===== src/rtl/sid_regfile_arbiter.sv =====
// SID register file with CPU/player write arbitration, a player write FIFO and
// an atomic shadow-to-output commit on every ce_1m tick.
module sid_regfile_arbiter #(
    parameter int FIFO_DEPTH = 4,
    parameter int LVL_W      = 3
) (
    input  logic           clock,
    input  logic           reset,
    input  logic           ce_1m,
    input  logic           cpu_we,
    input  logic           cpu_rd,
    input  logic [4:0]     cpu_addr,
    input  logic [7:0]     cpu_wdata,
    output logic [7:0]     cpu_rdata,
    input  logic           pl_valid,
    output logic           pl_ready,
    input  logic [4:0]     pl_addr,
    input  logic [7:0]     pl_data,
    input  logic [7:0]     osc3_in,
    input  logic [7:0]     env3_in,
    output logic [167:0]   voice_regs,
    output logic [31:0]    filt_regs,
    output logic [LVL_W-1:0] fifo_level
);
    localparam int PTR_W = (FIFO_DEPTH > 1) ? $clog2(FIFO_DEPTH) : 1;
    localparam logic [LVL_W-1:0] DEPTH_L = LVL_W'(FIFO_DEPTH);

    logic [199:0]     shadow_q, shadow_d, commit_q, commit_d;
    logic [2:0]       gate_pend_q, gate_pend_d, gate_set_s;
    logic [7:0]       rdata_q, rdata_d, rd_mux_s;
    logic [4:0]       fifo_addr_q [FIFO_DEPTH];
    logic [7:0]       fifo_data_q [FIFO_DEPTH];
    logic [PTR_W-1:0] wr_ptr_q, wr_ptr_d, rd_ptr_q, rd_ptr_d;
    logic [LVL_W-1:0] level_q, level_d;
    logic             ready_s, push_s, pop_s, wr_en_s;
    logic [4:0]       wr_addr_s;
    logic [7:0]       wr_data_s;

    assign ready_s    = ~reset & (level_q < DEPTH_L);
    assign push_s     = pl_valid & ready_s;
    assign pl_ready   = ready_s;
    assign fifo_level = level_q;
    assign cpu_rdata  = rdata_q;
    assign voice_regs = commit_q[167:0];
    assign filt_regs  = commit_q[199:168];

    // The CPU always wins; the FIFO head drains only in CPU-idle cycles.
    always_comb begin
        wr_en_s   = 1'b0;
        pop_s     = 1'b0;
        wr_addr_s = cpu_addr;
        wr_data_s = cpu_wdata;
        if (cpu_we) begin
            wr_en_s = 1'b1;
        end else if (level_q != {LVL_W{1'b0}}) begin
            wr_en_s   = 1'b1;
            pop_s     = 1'b1;
            wr_addr_s = fifo_addr_q[rd_ptr_q];
            wr_data_s = fifo_data_q[rd_ptr_q];
        end else begin
            wr_en_s = 1'b0;
        end
    end

    // FIFO pointer and occupancy next-state.
    always_comb begin
        wr_ptr_d = push_s ? (wr_ptr_q + PTR_W'(1'b1)) : wr_ptr_q;
        rd_ptr_d = pop_s  ? (rd_ptr_q + PTR_W'(1'b1)) : rd_ptr_q;
        case ({push_s, pop_s})
            2'b10:   level_d = level_q + LVL_W'(1'b1);
            2'b01:   level_d = level_q - LVL_W'(1'b1);
            default: level_d = level_q;
        endcase
    end

    // Shadow write, gate-low tracking and commit of the pre-write shadow.
    always_comb begin
        shadow_d   = shadow_q;
        commit_d   = commit_q;
        gate_set_s = 3'b000;
        if (wr_en_s && (wr_addr_s < 5'd25)) begin
            shadow_d[{wr_addr_s, 3'b000} +: 8] = wr_data_s;
        end else begin
            shadow_d = shadow_q;
        end
        for (int v = 0; v < 3; v++) begin
            if (wr_en_s && (wr_addr_s == 5'(7 * v + 4)) && !wr_data_s[0]) begin
                gate_set_s[v] = 1'b1;
            end else begin
                gate_set_s[v] = 1'b0;
            end
        end
        if (ce_1m) begin
            commit_d = shadow_q;
            // A gate that dropped during the period must be seen low for one sample.
            for (int v = 0; v < 3; v++) begin
                if (gate_pend_q[v]) begin
                    commit_d[56 * v + 32] = 1'b0;
                end else begin
                    commit_d[56 * v + 32] = shadow_q[56 * v + 32];
                end
            end
        end else begin
            commit_d = commit_q;
        end
        gate_pend_d = (ce_1m ? 3'b000 : gate_pend_q) | gate_set_s;
    end

    // CPU readback mux; only voice 3 oscillator and envelope are readable.
    always_comb begin
        case (cpu_addr)
            5'h1B:   rd_mux_s = osc3_in;
            5'h1C:   rd_mux_s = env3_in;
            default: rd_mux_s = 8'h00;
        endcase
        rdata_d = cpu_rd ? rd_mux_s : rdata_q;
    end

    // State registers with synchronous reset; reset also flushes the FIFO.
    always_ff @(posedge clock) begin
        if (reset) begin
            shadow_q    <= 200'd0;
            commit_q    <= 200'd0;
            gate_pend_q <= 3'b000;
            rdata_q     <= 8'h00;
            wr_ptr_q    <= {PTR_W{1'b0}};
            rd_ptr_q    <= {PTR_W{1'b0}};
            level_q     <= {LVL_W{1'b0}};
            for (int i = 0; i < FIFO_DEPTH; i++) begin
                fifo_addr_q[i] <= 5'd0;
                fifo_data_q[i] <= 8'h00;
            end
        end else begin
            shadow_q    <= shadow_d;
            commit_q    <= commit_d;
            gate_pend_q <= gate_pend_d;
            rdata_q     <= rdata_d;
            wr_ptr_q    <= wr_ptr_d;
            rd_ptr_q    <= rd_ptr_d;
            level_q     <= level_d;
            if (push_s) begin
                fifo_addr_q[wr_ptr_q] <= pl_addr;
                fifo_data_q[wr_ptr_q] <= pl_data;
            end
        end
    end
endmodule


===== config.mk =====
export PLATFORM = sky130hd
export DESIGN_NAME = sid_regfile_arbiter
export DESIGN_NICKNAME = d
export VERILOG_FILES = /design/src/rtl/sid_regfile_arbiter.sv
export SDC_FILE = /design/constraint.sdc
export NUM_CORES = 1
export LEC_CHECK = 0
export CORE_MARGIN = 2
export CORE_UTILIZATION = 35
export CTS_BUF_LIST = sky130_fd_sc_hd__clkbuf_16
export CTS_CLUSTER_SIZE = 8
export DETAILED_ROUTE_END_ITERATION = 7
export HOLD_SLACK_MARGIN = 0.06
export SLEW_MARGIN = 40
export SYNTH_ARGS = -nofsm -noshare
export SYNTH_HDL_FRONTEND = slang
export SYNTH_SLANG_ARGS = --single-unit

===== constraint.sdc =====
create_clock -name clock -period 4.7 [get_ports clock]
set_input_delay 0.47 -clock clock [delete_from_list [all_inputs] [get_ports clock]]
set_output_delay 0.47 -clock clock [all_outputs]
set_load 0.01 [all_outputs]

After elaboration in Yosys (flattened, before gate mapping). Memory sizes are Yosys's and may differ from the RTL's. A register that Yosys moved wholly into a read port is not among the register bits. Cells that the tools add are included.

Bitwise logic cells: 4. Add/subtract/negate cells: 5. Equality and inequality tests: 7. Shift operators: 2. Order comparisons: 2. Multiplexer cells: 32. Reductions and logical operators: 12.

Operators by type and width (number): bitwise mux 200 bit (1); variable shift 8 x 10 -> 200 bit (first input constant) (1); indexed part select 8 x 10 -> 200 bit (1); two-way mux 8 bit (3); two-way mux 1 bit (16); one-hot mux 8 bit (2 select lines) (1); equality test 5 bit (second input constant) (3); two-way mux 5 bit (3); two-way mux 2 bit (6); negator 8 -> 10 bit (1); OR reduction 8 bit (1); logical AND 1 bit (7); one-hot mux 3 bit (2 select lines) (1); equality test 5 x 3 -> 1 bit (second input constant) (1); equality test 5 x 4 -> 1 bit (second input constant) (1); less-than comparator 5 bit (second input constant) (1); OR reduction 5 bit (1); adder 2 x 1 -> 2 bit (second input constant) (2); adder 3 x 1 -> 3 bit (second input constant) (1); less-than comparator 3 bit (second input constant) (1); two-way mux 3 bit (1); OR 3 bit (1); nonzero test 3 bit (1); subtractor 3 x 1 -> 3 bit (second input constant) (1); 6 further kinds (7).

Word-level logic and storage cells: 73. Register bits after elaboration: 418. Memory bits (writable): 52. Output and inout port bits: 212. Memories kept: 2. Input port bits: 48.

Memories: fifo_data_q (words 4, width 8, rd ports 1, clocked after memory_dff 1, write ports 4, RTL line 32) `logic [7:0] fifo_data_q [FIFO_DEPTH];`; fifo_addr_q (words 4, width 5, rd ports 1, clocked after memory_dff 1, write ports 4, RTL line 31) `logic [4:0] fifo_addr_q [FIFO_DEPTH];`.

Depth between registers and ports, before layout. Gate-level depths: netlist of run 1.

Word-level depth: 8. Mapped depth: 16. Gate-level depth less buffers: 11.

Worst setup path before layout of run 1. OpenSTA, ideal clock, no wires.

Path kind: register -> register. From: reg level_q[0], in the netlist fifo_level[0]. To: reg shadow_q[57]. Library setup time: 0.091 ns. Cell stages (with the launch flop): 16. Data required time: 4.609 ns. Path slack: 0.925 ns. Buffers on the path: 5. Period minus slack after synthesis: 3.775 ns. Arrival: 3.684 ns. Cells stage by stage: dfxtp_1 or3_1 buf_2 nand2_1 inv_2 buf_1 clkbuf_1 mux2i_1 ha_1 o2111a_1 a311oi_2 nor3b_1 buf_2 buf_2 a21oi_1 a311oi_1.

Longest elaborated chain between the ends: 6. Elaborated cells on any way between the ends: 13. Classes of those cells: 1 x add/sub; 1 x order compare; 2 x shift; 7 x mux; 2 x reduce/logical.

RTL lines: start: declaration (RTL line 34) `logic [LVL_W-1:0] level_q, level_d;`; start signal: assignment (RTL line 128) `level_q <= {LVL_W{1'b0}};`; start signal: assignment (RTL line 140) `level_q <= level_d;`; nonzero test 3 bit * (RTL line 55) `end else if (level_q != {LVL_W{1'b0}}) begin`; two-way mux 5 bit (RTL line 55); two-way mux 5 bit (RTL line 53) `if (cpu_we) begin`; negator 8 -> 10 bit (RTL line 82) `shadow_d[{wr_addr_s, 3'b000} +: 8] = wr_data_s;`; indexed part select 8 x 10 -> 200 bit or variable shift 8 x 10 -> 200 bit (tied branches) (RTL line 82); bitwise mux 200 bit (RTL line 82); end signal: assignment (RTL line 134) `shadow_q <= shadow_d;`; end: declaration (RTL line 28) `logic [199:0] shadow_q, shadow_d, commit_q, commit_d;`.

Every way passes the cells marked *; elsewhere a longest branch is shown, timed or not. A chain may end at the register's enable or synchronous reset.

==> flow_metrics.py, run 1 <==
metrics = {
    "status": {
        "status": "finished, final reports clean",
    },
    "setup_path": {
        "rrSetupSlack_ps": 750,
        "endpoint": "shadow_q[191]",
        "reg2reg_depth": 11,
        "path_max_fanout": 18,
        "r2r_end": "shadow_q[191]",
        "end_kind": "register",
        "crit_type": "reg -> reg",
        "cp.required_ps": 5180,
        "cp-start-kind": "register",
        "cp.arrival_ps": 4440,
    },
    "logic_synthesis": {
        "synthArstFlopShare_pct": 0,
        "synth_commonest_cells": "dfxtp_1 (420), nor2_1 (358), mux2i_1 (247)",
        "syn-cell-area_sq_um": 18100,
        "synth_area_leaders": "dfxtp_1 (46%), mux2i_1 (14%), edfxtp_1 (8.6%)",
        "synth.most_common_cell": "dfxtp_1",
        "synth-seq-area-share_pct": 55.1,
        "yosysWarnings": 0,
        "synthesis.nets": 1776,
        "synth-edff-count": 52,
        "synthCells": 1723,
        "yosysTopAreaCellShare_pct": 46.4,
        "postSynthAreaPerCell_sq_um": 10.5,
        "synth_area_leader_cell": "dfxtp_1",
        "ys_ff_latch": 472,
        "synth.distinct_cells": 70,
        "synth_flop_cell": "dfxtp_1",
    },
    "detailed_routing": {
        "postRouteAntennaNets": 0,
        "vias": 13500,
        "drc": 0,
        "highest_layer": "met4",
        "met1Wirelength_microns": 23300,
        "wl_microns": 50800,
        "wl_met2_microns": 23800,
        "drt_iter0_markers": 832,
        "dr.pass1.iters": 5,
        "wl_met3_microns": 2600,
        "wl_per_cell_microns": 19.1,
        "viasPerCell": 5.07,
    },
    "pwr": {
        "leakage_uw": 0.00901,
        "power_uw": 11500,
        "vdd_ir_drop_max_v": 0.000256,
        "powerDensity_nw_per_um2": 494,
    },
    "timing": {
        "slew_headroom_pct": 42.5,
        "worst_pin_slew_ps": 845,
        "slew_violations": 0,
        "period_share_pct": 84.1,
        "max_freq_ghz": 0.253,
        "fin_skew_ps": 19.7,
        "final.setup.tns_ps": 0,
        "setup_violations": 0,
        "hold_violations": 0,
        "fin_ws_ps": 746,
        "rsz0062_at_grt": "no",
        "fin_crit_ps": 3950,
    },
    "grt": {
        "gr-usage-all-layers_pct": 18.7,
        "grt_pass1_vias": 13100,
        "grt_first_pass_wirelength_microns": 77600,
        "antenna_found_initial": 2,
        "grt_max_degree": 209,
        "overflow": 0,
    },
    "worst_hold_path": {
        "hp-class": "in -> reg",
    },
    "run": {
        "maxCapViolations": 0,
    },
    "die": {
        "die_width_microns": 231,
        "floorplan.initialDensity_pct": 35.4,
        "die_h_microns": 231,
        "die_area_sq_um": 53600,
        "io-pin-count": 260,
        "placementRows": 83,
        "core_sq_um": 51200,
    },
    "clock_tree": {
        "htreeDepth": 3,
        "clockBufferDepth": 3,
        "ctsResizeCount": 0,
        "cts_root_buf": "clkbuf_16",
        "holdBufCountCts": 0,
        "cts_inserted_buffers": 68,
        "clkTransAtPathRegs_ps": 50,
        "cts_setup_buffers": 0,
        "cts_num_sinks": 472,
        "cts_tree": "done",
        "clock_latency_ps": 580,
    },
    "final_layout": {
        "drive_above_1_share_pct": 8.96,
        "final_cells": 2657,
        "register_area_sq_um": 9970,
        "fillers": 4753,
        "multiInputGateArea_sq_um": 7630,
        "syn_to_final_growth_pct": 28.6,
        "num-nets-final": 2014,
    },
    "place": {
        "gp_congestion": 0.852,
        "place_inst": 2570,
        "dp_worst_setup_slack_ps": 353,
        "dp_hpwl_microns": 33300,
        "port_buffers": 259,
    },
}
[state kept, by name, indices dropped and copies added (netlist names), named ones only]
register	flops
rd_ptr_q	2
gate_pend_q	3
wr_ptr_q	2
fifo_level	3
commit_q	200
fifo_data_q	32
shadow_q	200
fifo_addr_q	20
cpu_rdata	8
[cells in the final DEF, fill, tap and decap left out, types with 7 or more instances in the layout]
cell type / instances
a21oi_1: 89
edfxtp_1: 52
clkbuf_16: 70
o21ai_0: 9
mux2i_1: 240
mux4_2: 7
buf_4: 34
and2_1: 50
nor3_1: 14
dfxtp_1: 420
clkdlybuf4s50_1: 257
a311oi_1: 15
a211oi_1: 127
and3_1: 15
nor2_1: 358
a211oi_2: 8
a22oi_1: 9
nand2_1: 45
mux2i_4: 7
o21a_1: 15
inv_1: 19
[kinds of logic after synthesis]
| family | count (synthesis) | synth area share (%) |
|---|---|---|
| and+or+nand+nor | 522 | 12.6 |
| xor gates and xnor gates | 6 | 0.290 |
| DFF | 472 | 55.1 |
| muxes | 260 | 15.4 |
| adders and majority gates | 5 | 0.387 |
| AOI/OAI and AO/OA | 315 | 12.8 |
| buffers and inverters | 143 | 3.52 |
[power by group]
group / total (uW) / leakage (uW) / switching, uW / internal (uW)
Combinational: 2580 / 0.00414 / 1650 / 930
Clock: 4300 / 0.000936 / 1670 / 2620
Sequential: 4620 / 0.00393 / 197 / 4420
Total: 11500 / 0.00901 / 3520 / 7970
[stage by stage]
step	hold WS [ps]	util (%)	cell area [sq um]
detailed placement	454	41.8	21400
floorplan	440	-	18100
global route	260	45.5	23300
global placement	446	41.8	21400
CTS	240	45.4	23200
finish	261	45.5	23300
[worst max-delay path, stage by stage (launching register included)]
cell	delay [ps]
dfxtp_1	380
mux4_1	740
a311oi_2	340
buf_4	210
ha_1	360
inv_1	150
a21o_1	240
a211o_1	390
a21oi_4	450
buf_4	260
a21oi_1	90
a211oi_1	250
[area by class of cell]
type,instances,area share [%]
flip-flops and latches,472,42.8
well taps,680,3.65
clock buffers,70,7.52
inverters,13,0.210
multi-input cells,1108,32.8
repair buffers,298,12.7
diodes,2,0.0215
clock inverters,14,0.365
[metal layers]
metal	global-route usage, %	vias to the layer above
li1	-	6564
met1	24.8	6513
met2	30.2	313
met3	3.89	72
met4	6.61	0
met5	0	-
[how the worst min path moves through the flow]
stage | from | endpoint | cells past startpoint
finish | reset | commit_q[130] | 2
global route | reset | commit_q[145] | 2
CTS | reset | commit_q[136] | 2
detailed placement | shadow_q[144] | shadow_q[144] | 1
global placement | shadow_q[176] | shadow_q[176] | 1
floorplan | shadow_q[160] | shadow_q[160] | 1
Power figures use the tool's default switching activity.
==> inputs of run 2 (changes only) <==
- clock period: 4.7 -> 4 ns (I/O delays scaled with it)
==> flow_metrics.py, run 2 (same netlist as run 1, synthesis figures left out) <==
metrics = {
    "grt": {
        "antenna_found_initial": 0,
        "overflow": 0,
        "gr-usage-all-layers_pct": 18.7,
        "grt_max_degree": 135,
        "grt_pass1_vias": 13400,
        "grt_first_pass_wirelength_microns": 77500,
    },
    "die": {
        "die_area_sq_um": 53600,
        "die_h_microns": 231,
        "die_width_microns": 231,
        "floorplan.initialDensity_pct": 35.4,
        "core_sq_um": 51200,
        "placementRows": 83,
        "io-pin-count": 260,
    },
    "place": {
        "gp_congestion": 0.891,
        "port_buffers": 259,
        "place_area_sq_um": 21600,
        "dp_hpwl_microns": 33900,
    },
    "detailed_routing": {
        "vias": 13600,
        "postRouteAntennaNets": 0,
        "drt_iter0_markers": 831,
        "wl_met3_microns": 2770,
        "wl_met2_microns": 23600,
        "dr.pass1.iters": 5,
        "drc": 0,
        "wl_per_cell_microns": 19.0,
        "wl_microns": 50900,
        "highest_layer": "met4",
        "viasPerCell": 5.09,
        "met1Wirelength_microns": 23300,
    },
    "setup_path": {
        "critical_path.max_stage_delay_ps": 690,
        "cp_cell_sequence": "mux4_1 > a311oi_2 > ha_1 > inv_1 > a21o_1 > a211o_1 > a21oi_4 > and2_1 > a211oi_2",
        "cp.required_ps": 4410,
        "cpLargestDelayFamily": "compound AO/OA/AOI/OAI gates",
        "crit_type": "reg -> reg",
        "cp.arrival_ps": 4080,
        "cp_num_buf_inv": 1,
        "cp-start-kind": "register",
        "end_kind": "register",
        "path_max_fanout": 17,
        "critPathSlowestCell": "mux4_1",
    },
    "timing": {
        "slew_headroom_pct": 43.0,
        "worst_pin_slew_ps": 838,
        "fin_skew_ps": 29.4,
        "setup_violations": 0,
        "slew_violations": 0,
        "rsz0062_at_grt": "no",
        "max_freq_ghz": 0.272,
        "hold_violations": 0,
        "final.setup.tns_ps": 0,
        "fin_crit_ps": 3670,
        "period_share_pct": 91.8,
    },
    "final_layout": {
        "syn_to_final_growth_pct": 29.8,
        "diodes": 0,
        "final_common_cell": "dfxtp_1",
        "design_area_sq_um": 23500,
        "drive_above_1_share_pct": 9.87,
        "num-nets-final": 2034,
        "layout_common_cells": "dfxtp_1 (420), nor2_1 (358), clkdlybuf4s50_1 (257)",
        "reg_top3": "commit_q: 200 flops, shadow_q: 200 flops, fifo_data_q: 32 flops",
    },
    "clock_tree": {
        "holdBufCountCts": 0,
        "clkTransAtPathRegs_ps": 50,
        "cts_tree": "done",
        "cts_num_sinks": 472,
        "ctsResizeCount": 0,
        "clockBufferDepth": 3,
        "htreeDepth": 3,
        "cts_root_buf": "clkbuf_16",
        "clock_latency_ps": 590,
        "cts_inserted_buffers": 69,
        "cts_setup_buffers": 0,
    },
    "pwr": {
        "leakage_uw": 0.00913,
        "powerDensity_nw_per_um2": 581,
        "p_switching_uw": 4180,
        "vdd_ir_drop_max_v": 0.000296,
        "clkPwrFrac_pct": 37.4,
        "swShare_pct": 30.6,
        "power.internal_uw": 9480,
        "pwr-share-seq_pct": 39.8,
        "pwr-share-comb_pct": 22.8,
    },
    "worst_hold_path": {
        "hp-class": "in -> reg",
    },
    "status": {
        "status": "finished, final reports clean",
    },
    "run": {
        "maxCapViolations": 0,
    },
}
-- run 2: area by class of cell --
type | count | area [sq um]
Sequential cell | 472 | 9970
Multi-Input combinational cell | 1108 | 7610
Tap cell | 680 | 851
Clock buffer | 71 | 1780
Inverter | 13 | 48.8
Timing Repair Buffer | 317 | 3140
Clock inverter | 14 | 92.6
Fill cell | 4711 | 27700
-- run 2: final timing paths --
check / start / to / slack, ps / cells past startpoint
hold / removal: reset / gate_pend_q[0] / 160 / 2
hold reg to reg: shadow_q[146] / shadow_q[146] / 470 / 1
setup / recovery: register / shadow_q[163] / 330 / 9
setup reg to reg: register / shadow_q[163] / 330 / 9
-- run 2: power by group through the flow --
stage	clock network [uW]	logic (uW)	registers [uW]
after global placement	0	3010	5520
after CTS	5250	3100	5440
after global routing	5450	3360	5470
after detailed placement	0	3090	5520
final	5110	3110	5440
after floorplan	0	1860	5490
-- run 2: metrics by stage --
step	total power [uW]	setup WS (ps)	hold WS, ps	utilization (%)	instances
after detailed placement	8610	286	461	42.2	2589
after CTS	13800	356	147	45.8	2674
after global routing	14300	111	186	45.9	2675
final	13700	330	160	45.9	2675
after global placement	8520	393	451	42.0	2584
after floorplan	7350	225	440	-	1723
-- run 2: routing by layer --
layer  GRT usage [%]  vias up
li1                -     6599
met1            24.5     6548
met2            30.2      389
met3            4.20       76
met4            6.85        0
met5               0        -
